[src/rtl/cpu_pkg.sv]
// Shared constants and types for the 16-bit five-stage pipeline.
// Holds opcode encodings, halt FSM states and the IF/ID field pre-decoder.
package cpu_pkg;

  localparam logic [3:0] OP_SW  = 4'b1001;
  localparam logic [3:0] OP_LLB = 4'b1010;
  localparam logic [3:0] OP_LHB = 4'b1011;
  localparam logic [3:0] OP_HLT = 4'hF;

  localparam logic [15:0] NOP_INSTR = 16'h0000;

  typedef enum logic [1:0] {
    RUN    = 2'd0,
    DRAIN  = 2'd1,
    HALTED = 2'd2
  } ifid_state_e;

  typedef struct packed {
    logic [3:0] rd;
    logic [3:0] rs;
    logic [3:0] rt;
  } ifid_regs_t;

  // SW reads its data register from [11:8]; LLB/LHB modify [11:8] in place.
  function automatic ifid_regs_t predecode(
    input logic [15:0] instr,
    input logic        valid
  );
    ifid_regs_t f;
    logic [3:0] op;
    op   = instr[15:12];
    f.rd = instr[11:8];
    f.rs = instr[7:4];
    f.rt = instr[3:0];
    unique case (1'b1)
      op == OP_SW: f.rt = instr[11:8];
      (op == OP_LLB) || (op == OP_LHB): f.rs = instr[11:8];
      default: ;
    endcase
    if (!valid) f = '0;
    return f;
  endfunction

endpackage

[src/rtl/ifid_halt_fsm.sv]
// Halt-drain controller: stops fetch on HLT, counts the pipeline empty,
// then parks in HALTED until reset.
module ifid_halt_fsm
  import cpu_pkg::*;
#(
  parameter int DRAIN_CYCLES = 3
) (
  input  logic clk,
  input  logic rst,
  input  logic i_stall,
  input  logic i_flush,
  input  logic i_load_hlt,
  output logic o_run,
  output logic o_pc_write,
  output logic o_halted
);

  localparam int CW = $clog2(DRAIN_CYCLES + 1);

  ifid_state_e r_state;
  ifid_state_e w_state_nxt;
  logic [CW-1:0] r_cnt;
  logic [CW-1:0] w_cnt_nxt;
  logic r_halted;

  always_comb begin
    w_state_nxt = r_state;
    w_cnt_nxt   = r_cnt;
    o_pc_write  = 1'b0;
    unique case (r_state)
      RUN: begin
        o_pc_write = !i_stall && !i_load_hlt;
        if (i_load_hlt) begin
          w_state_nxt = DRAIN;
          w_cnt_nxt   = CW'(DRAIN_CYCLES);
        end
      end
      DRAIN: begin
        // A flushed HLT was speculative: resume fetching.
        if (i_flush) begin
          w_state_nxt = RUN;
          w_cnt_nxt   = '0;
        end else if (r_cnt == CW'(1)) begin
          w_state_nxt = HALTED;
          w_cnt_nxt   = '0;
        end else begin
          w_cnt_nxt = r_cnt - CW'(1);
        end
      end
      HALTED: ;
      default: begin
        w_state_nxt = RUN;
        w_cnt_nxt   = '0;
      end
    endcase
  end

  always_ff @(posedge clk or posedge rst) begin
    if (rst) begin
      r_state  <= RUN;
      r_cnt    <= '0;
      r_halted <= 1'b0;
    end else begin
      r_state  <= w_state_nxt;
      r_cnt    <= w_cnt_nxt;
      r_halted <= (w_state_nxt == HALTED);
    end
  end

  assign o_run    = (r_state == RUN);
  assign o_halted = r_halted;

endmodule

[src/rtl/if_id_register.sv]
// IF/ID pipeline register with field pre-decode and halt drain.
// Define IFID_PERF_CNT_EN to add stall/flush/instruction counters.
module if_id_register
  import cpu_pkg::*;
#(
  parameter int         DRAIN_CYCLES = 3,
  parameter logic [3:0] HALT_OPCODE  = OP_HLT
) (
  input  logic        clk,
  input  logic        rst,
  input  logic        stall,
  input  logic        flush,
  input  logic [15:0] instr_in,
  input  logic [15:0] pc_plus2_in,
  output logic [15:0] instr_out,
  output logic [15:0] pc_plus2_out,
  output logic        valid_out,
  output logic [3:0]  IFID_RegRs,
  output logic [3:0]  IFID_RegRt,
  output logic [3:0]  IFID_RegRd,
  output logic        pc_write,
  output logic        halted
`ifdef IFID_PERF_CNT_EN
  ,
  output logic [15:0] stall_count,
  output logic [15:0] flush_count,
  output logic [15:0] instr_count
`endif
);

  logic [15:0] r_instr;
  logic [15:0] r_pc;
  logic        r_valid;
  logic        w_run;
  logic        w_halted;
  logic        w_flush;
  logic        w_load;
  logic        w_load_hlt;
  ifid_regs_t  w_regs;

  // HALTED ignores flush; any non-RUN state freezes the register.
  assign w_flush    = flush && !w_halted;
  assign w_load     = w_run && !stall && !flush;
  assign w_load_hlt = w_load && (instr_in[15:12] == HALT_OPCODE);

  ifid_halt_fsm #(
    .DRAIN_CYCLES(DRAIN_CYCLES)
  ) u_halt_fsm (
    .clk       (clk),
    .rst       (rst),
    .i_stall   (stall),
    .i_flush   (w_flush),
    .i_load_hlt(w_load_hlt),
    .o_run     (w_run),
    .o_pc_write(pc_write),
    .o_halted  (w_halted)
  );

  always_ff @(posedge clk or posedge rst) begin
    if (rst) begin
      r_instr <= NOP_INSTR;
      r_pc    <= 16'h0000;
      r_valid <= 1'b0;
    end else if (w_flush) begin
      r_instr <= NOP_INSTR;
      r_pc    <= 16'h0000;
      r_valid <= 1'b0;
    end else if (w_load) begin
      r_instr <= instr_in;
      r_pc    <= pc_plus2_in;
      r_valid <= 1'b1;
    end
  end

  assign w_regs = predecode(r_instr, r_valid);

  assign instr_out    = r_instr;
  assign pc_plus2_out = r_pc;
  assign valid_out    = r_valid;
  assign IFID_RegRd   = w_regs.rd;
  assign IFID_RegRs   = w_regs.rs;
  assign IFID_RegRt   = w_regs.rt;
  assign halted       = w_halted;

`ifdef IFID_PERF_CNT_EN
  logic [15:0] r_stall_cnt;
  logic [15:0] r_flush_cnt;
  logic [15:0] r_instr_cnt;

  always_ff @(posedge clk or posedge rst) begin
    if (rst) begin
      r_stall_cnt <= '0;
      r_flush_cnt <= '0;
      r_instr_cnt <= '0;
    end else if (!w_halted) begin
      if (w_run && stall) r_stall_cnt <= r_stall_cnt + 16'd1;
      if (w_flush)        r_flush_cnt <= r_flush_cnt + 16'd1;
      if (w_load)         r_instr_cnt <= r_instr_cnt + 16'd1;
    end
  end

  assign stall_count = r_stall_cnt;
  assign flush_count = r_flush_cnt;
  assign instr_count = r_instr_cnt;
`endif

endmodule

[config.mk]
export PLATFORM = sky130hd
export DESIGN_NAME = if_id_register
export DESIGN_NICKNAME = d
export VERILOG_FILES = /design/src/rtl/cpu_pkg.sv /design/src/rtl/ifid_halt_fsm.sv /design/src/rtl/if_id_register.sv
export SDC_FILE = /design/constraint.sdc
export NUM_CORES = 1
export LEC_CHECK = 0
export CORE_ASPECT_RATIO = 0.8
export CORE_MARGIN = 5
export CORE_UTILIZATION = 25
export DETAILED_ROUTE_END_ITERATION = 8
export PLACE_DENSITY = 0.57
export SYNTH_ARGS = -nofsm -noshare
export SYNTH_HDL_FRONTEND = slang
export SYNTH_SLANG_ARGS = --single-unit
[constraint.sdc]
create_clock -name clk -period 3.6 [get_ports clk]
set_input_delay 0.54 -clock clk [delete_from_list [all_inputs] [get_ports clk]]
set_output_delay 0.54 -clock clk [all_outputs]
set_load 0.1 [all_outputs]
[After elaboration in Yosys (flattened, before gate mapping)]
Index checks and enable logic that the tools add are counted.
W data, S select, Z words.
Operators by class
  $add $sub $neg: 1
  multiply operators: 0
  div/mod/pow operators: 0
  $lt $le $gt $ge: 0
  eq/ne operators: 9
  shift operators: 0
  muxes and demuxes: 18
  bitwise gates (word level): 1
  reductions and logical operators: 13
Operators by type and width (number)
  $mux W16: 4
  $eq A4 B4 Y1 const B: 4
  $mux W12: 1
  $mux W2: 6
  $pmux W2 S3: 2
  $mux W4: 2
  $logic_and A1 B1 Y1: 5
  $eq A2 B1 Y1 const B: 2
  $eq A2 B2 Y1 const B: 2
  $logic_not A1 Y1: 4
  $mux W1: 3
  $logic_not A2 Y1: 1
  $ne A2 B1 Y1 const B: 1
  $reduce_and A2 Y1: 1
  $reduce_bool A2 Y1: 1
  $sub A2 B1 Y2 const B: 1
  $logic_or A1 B1 Y1: 1
  $not A1 Y1: 1
Word-level totals
  bits in registers: 38
  latch bits: 0
  RAM bits: 0
  ROM bits: 0
  input port bits: 36
  output and inout bits: 47
  memories: 0

[Depth between registers and ports, before layout]
  word-level depth: 7
  depth in mapped cells: 5

[Hierarchy]
Synthesis repeated with hierarchy kept, for this count alone.
Second synthesis, totals
  cell total of the unflattened synthesis: 206
  area, all modules: 2133.3 sq um
By module, submodules not included
  if_id_register: instances 1, cells an instance 180, area an instance 1863.0 sq um
  ifid_halt_fsm: instances 1, cells an instance 26, area an instance 270.3 sq um

[Least setup slack after synthesis]
No wires, ideal clock.
  path type: input port to output port
  start: input instr_in[15]
  end: output pc_write
  data arrival time: 3530 ps
  data required time: 3060 ps
  setup slack: -470 ps
  stages on the path: 3
  cells stage by stage: nand4_1 > nor2_4 > nor4_1
Between the ends
  longest elaborated chain between the ends: 5
Ends and longest elaborated chain
  start: declaration: RTL line if_id_register.sv:13  | input logic [15:0] instr_in,
  $eq A4 B4 Y1: RTL line if_id_register.sv:44  | assign w_load_hlt = w_load && (instr_in[15:12] == HALT_OPCODE);
  $logic_and A1 B1 Y1: RTL line if_id_register.sv:44
  $logic_not A1 Y1: RTL line ifid_halt_fsm.sv:32  | o_pc_write = !i_stall && !i_load_hlt;
  $logic_and A1 B1 Y1: RTL line ifid_halt_fsm.sv:32
  $mux W1: RTL line ifid_halt_fsm.sv:30  | unique case (r_state)
  end: declaration: RTL line if_id_register.sv:21  | output logic pc_write,
Every way passes these cells.

[Final worst setup path]
  start: input stall
  end: output pc_write
Between the ends
  longest elaborated chain between the ends: 7
Ends and longest elaborated chain
  start: declaration: RTL line if_id_register.sv:11  | input logic stall,
  $logic_not A1 Y1 (*): RTL line ifid_halt_fsm.sv:32, if_id_register.sv:43
  $logic_and A1 B1 Y1 (2 in a row): RTL line if_id_register.sv:43  | assign w_load = w_run && !stall && !flush;
  $logic_and A1 B1 Y1: RTL line if_id_register.sv:44
  $logic_not A1 Y1: RTL line ifid_halt_fsm.sv:32
  $logic_and A1 B1 Y1 (*): RTL line ifid_halt_fsm.sv:32
  $mux W1 (*): RTL line ifid_halt_fsm.sv:30
Mark *: on every way between the ends. The rest lies on a longest branch, timed or not.

==> flow_metrics.env <==
export IMPL_status="complete, no violations"
export IMPL_timing_final_crit_period_ps=2580
export IMPL_cts_root_buf="clkbuf_8"
export IMPL_wl_met1_um=2230
export IMPL_wl_met2_um=2060
export IMPL_post_cts_resized=0
export IMPL_antenna_left=0
export IMPL_power_density_nw_per_um2=556
export IMPL_highest_layer="met4"
export IMPL_fin_setup_tns_ps=0
export IMPL_initial_utilization_pct=25.5
export IMPL_syn_inst=126
export IMPL_cts_sinks=38
export IMPL_cellLeakagePower_nw=1.15
export IMPL_grt_antenna_before_repair=0
export IMPL_start_kind="input port"
export IMPL_grt_ovfl_total=0
export IMPL_hpwlAfterDp_um=3410
export IMPL_worstMarginPinSlew_ps=999
export IMPL_crit_type="input port to output port"
export IMPL_fillers=632
export IMPL_ys_warn_count=0
export IMPL_post_cts_buffers=0
export IMPL_dp_cells=286
export IMPL_insertion_delay_ps=290
export IMPL_maxCapViolations=0
export IMPL_drt_wirelength_per_cell_um=15.9
export IMPL_grt_pass1_vias=1333
export IMPL_die_area_um2=8200
export IMPL_first_pass_iters=4
export IMPL_tritoncts="built"
export IMPL_min_path_type="flop to flop"
export IMPL_antenna_cells=0
export IMPL_syn_nets=163
export IMPL_endpoint_kind="output port"
export IMPL_fin_nets=246
export IMPL_gr_usage_all_layers_pct=11.4
export IMPL_vias_per_cell=4.59
export IMPL_drt_iter0_markers=35
export IMPL_rows=26
export IMPL_ys_ff_latch=38
export IMPL_grt_pass1_wl_um=7150
export IMPL_grt_max_degree=32
export IMPL_slew_violations=0
export IMPL_required_ps=3060
export IMPL_layout_drive_gt1_share_pct=12.4
export IMPL_post_layout_nonfiller_instances=294
export IMPL_fmax_mhz=388
export IMPL_irDropWorstVdd_mv=0.253
export IMPL_grt_setup_unrepaired="false"
export IMPL_clockBufferDepth=2
export IMPL_portBuffers=82
export IMPL_cts_made_buffers=5
export IMPL_gp_congestion=0.758
export IMPL_clk_pin_slew_ps=70
export IMPL_dr_wl_met3_um=348
export IMPL_clock_skew_ps=7.11
export IMPL_route_detailed_drc=0
export IMPL_synthDistinctLibCells=28
export IMPL_postCtsHoldBufs=0
export IMPL_placeableCoreArea_um2=6340
export IMPL_postSynthAreaPerCell_um2=12.9
export IMPL_area_growth_pct=60.3
export IMPL_arrival_ps=2040
export IMPL_slew_headroom_pct=33.2
export IMPL_totalWireLength_um=4680
export IMPL_critPathMaxFanout=4
export IMPL_pin_count=83
export IMPL_die_y_um=82.0
export IMPL_finalPower_mw=1.44
export IMPL_setup_viol=0
export IMPL_post_route_period_util_pct=71.6
export IMPL_fp_dieW_um=100
export IMPL_hold_violations=0
export IMPL_syn_area_um2=1620
export IMPL_h_tree_depth=2
export IMPL_via_count=1348
export IMPL_ys_seq_area_share_pct=58.7
## worst max-delay path: stages
cell,delay [ps]
clkdlybuf4s50_1,480
or4_4,550
nor2_4,170
nor4_2,50
buf_4,240
## cells by family after synthesis
| logic type | after synthesis | share of synthesized area [%] |
|---|---|---|
| AND/OR/NAND/NOR | 25 | 9.89 |
| adder cells (fa/ha/maj) | 1 | 0.772 |
| buffers and inverters | 14 | 4.40 |
| AO/OA/AOI/OAI | 39 | 20.7 |
| multiplexers | 9 | 5.56 |
| flip-flops | 38 | 58.7 |
## cells in the final DEF, fill, tap and decap left out, types with 2 or more instances in the layout
cell type,count
clkdlybuf4s50_1,73
and2_1,4
inv_1,3
buf_4,13
clkbuf_8,6
nor2_1,9
a22o_1,31
o31a_1,2
o31ai_1,3
mux2i_1,9
dfrtp_1,38
## metrics by stage
step,setup slack (ps),area [um^2],util (%),hold WS [ps]
after global routing,966,2600,40.9,515
after global placement,1040,2510,39.5,483
after detailed placement,1010,2510,39.5,482
after CTS,1010,2600,40.9,507
after floorplan,141,1630,-,476
final,1020,2600,40.9,499
## routing by layer
metal	track usage, %	up-vias
met1	15.6	652
met5	0	-
li1	-	635
met4	3.63	0
met3	4.33	6
met2	16.5	55
## final cells by class
| class | instances | area (um^2) | area share (%) |
|---|---|---|---|
| Inverter | 4 | 15.0 | 0.578 |
| Multi-Input combinational cell | 74 | 607 | 23.4 |
| Clock buffer | 7 | 86.3 | 3.32 |
| Timing Repair Buffer | 86 | 828 | 31.9 |
| Tap cell | 84 | 105 | 4.05 |
| Clock inverter | 1 | 5.00 | 0.193 |
| Sequential cell | 38 | 951 | 36.6 |
## report_power, final
part / switching [mW] / total [mW] / internal [mW] / leakage [nW]
Sequential: 0.0383 / 0.510 / 0.471 / 0.500
Combinational: 0.478 / 0.638 / 0.160 / 0.602
Clock: 0.142 / 0.296 / 0.154 / 0.0482
Total: 0.658 / 1.44 / 0.786 / 1.15
## sequential cells by signal, indices dropped and copies added, names as in the netlist
| signal | count |
|---|---|
| pc_plus2_out | 16 |
| valid_out | 1 |
| u_halt_fsm.r_state | 2 |
| u_halt_fsm.r_cnt | 2 |
| u_halt_fsm.o_halted | 1 |
| instr_out | 16 |
## cell usage after synthesis
cell type / n / share of area, %
nand2b_1: 1 / 0.39
o41ai_1: 1 / 0.54
nor2b_1: 1 / 0.39
nand4_1: 1 / 0.39
clkbuf_1: 2 / 0.46
a22o_1: 31 / 17
nand2_1: 1 / 0.23
nor3b_1: 1 / 0.46
buf_2: 6 / 1.9
mux2i_1: 9 / 5.6
nand3b_1: 1 / 0.46
dfrtp_1: 38 / 59
nor4bb_1: 1 / 0.62
o31ai_1: 3 / 1.4
and2_1: 4 / 1.5
nor2_4: 1 / 0.69
buf_4: 1 / 0.46
or4_4: 1 / 0.69
o31a_1: 2 / 1.1
buf_6: 1 / 0.69
nor4_4: 1 / 1.3
ha_1: 1 / 0.77
nor2_1: 10 / 2.3
inv_1: 3 / 0.69
clkinv_1: 1 / 0.23
o21ba_2: 1 / 0.62
nor4_1: 1 / 0.39
o21ai_0: 1 / 0.31
## worst paths after layout
kind	from	end	slack [ps]	depth (start not counted)
max	stall	pc_write	1020	5
min	pc_plus2_out[8]	pc_plus2_out[8]	500	1
max reg2reg	u_halt_fsm.r_state[0]	pc_plus2_out[1]	1900	4
min reg2reg	pc_plus2_out[8]	pc_plus2_out[8]	500	1
max in group asynchronous	rst	valid_out	2180	3
min in group asynchronous	rst	pc_plus2_out[15]	670	2
Note: power is estimated with default switching activity, not from simulation.
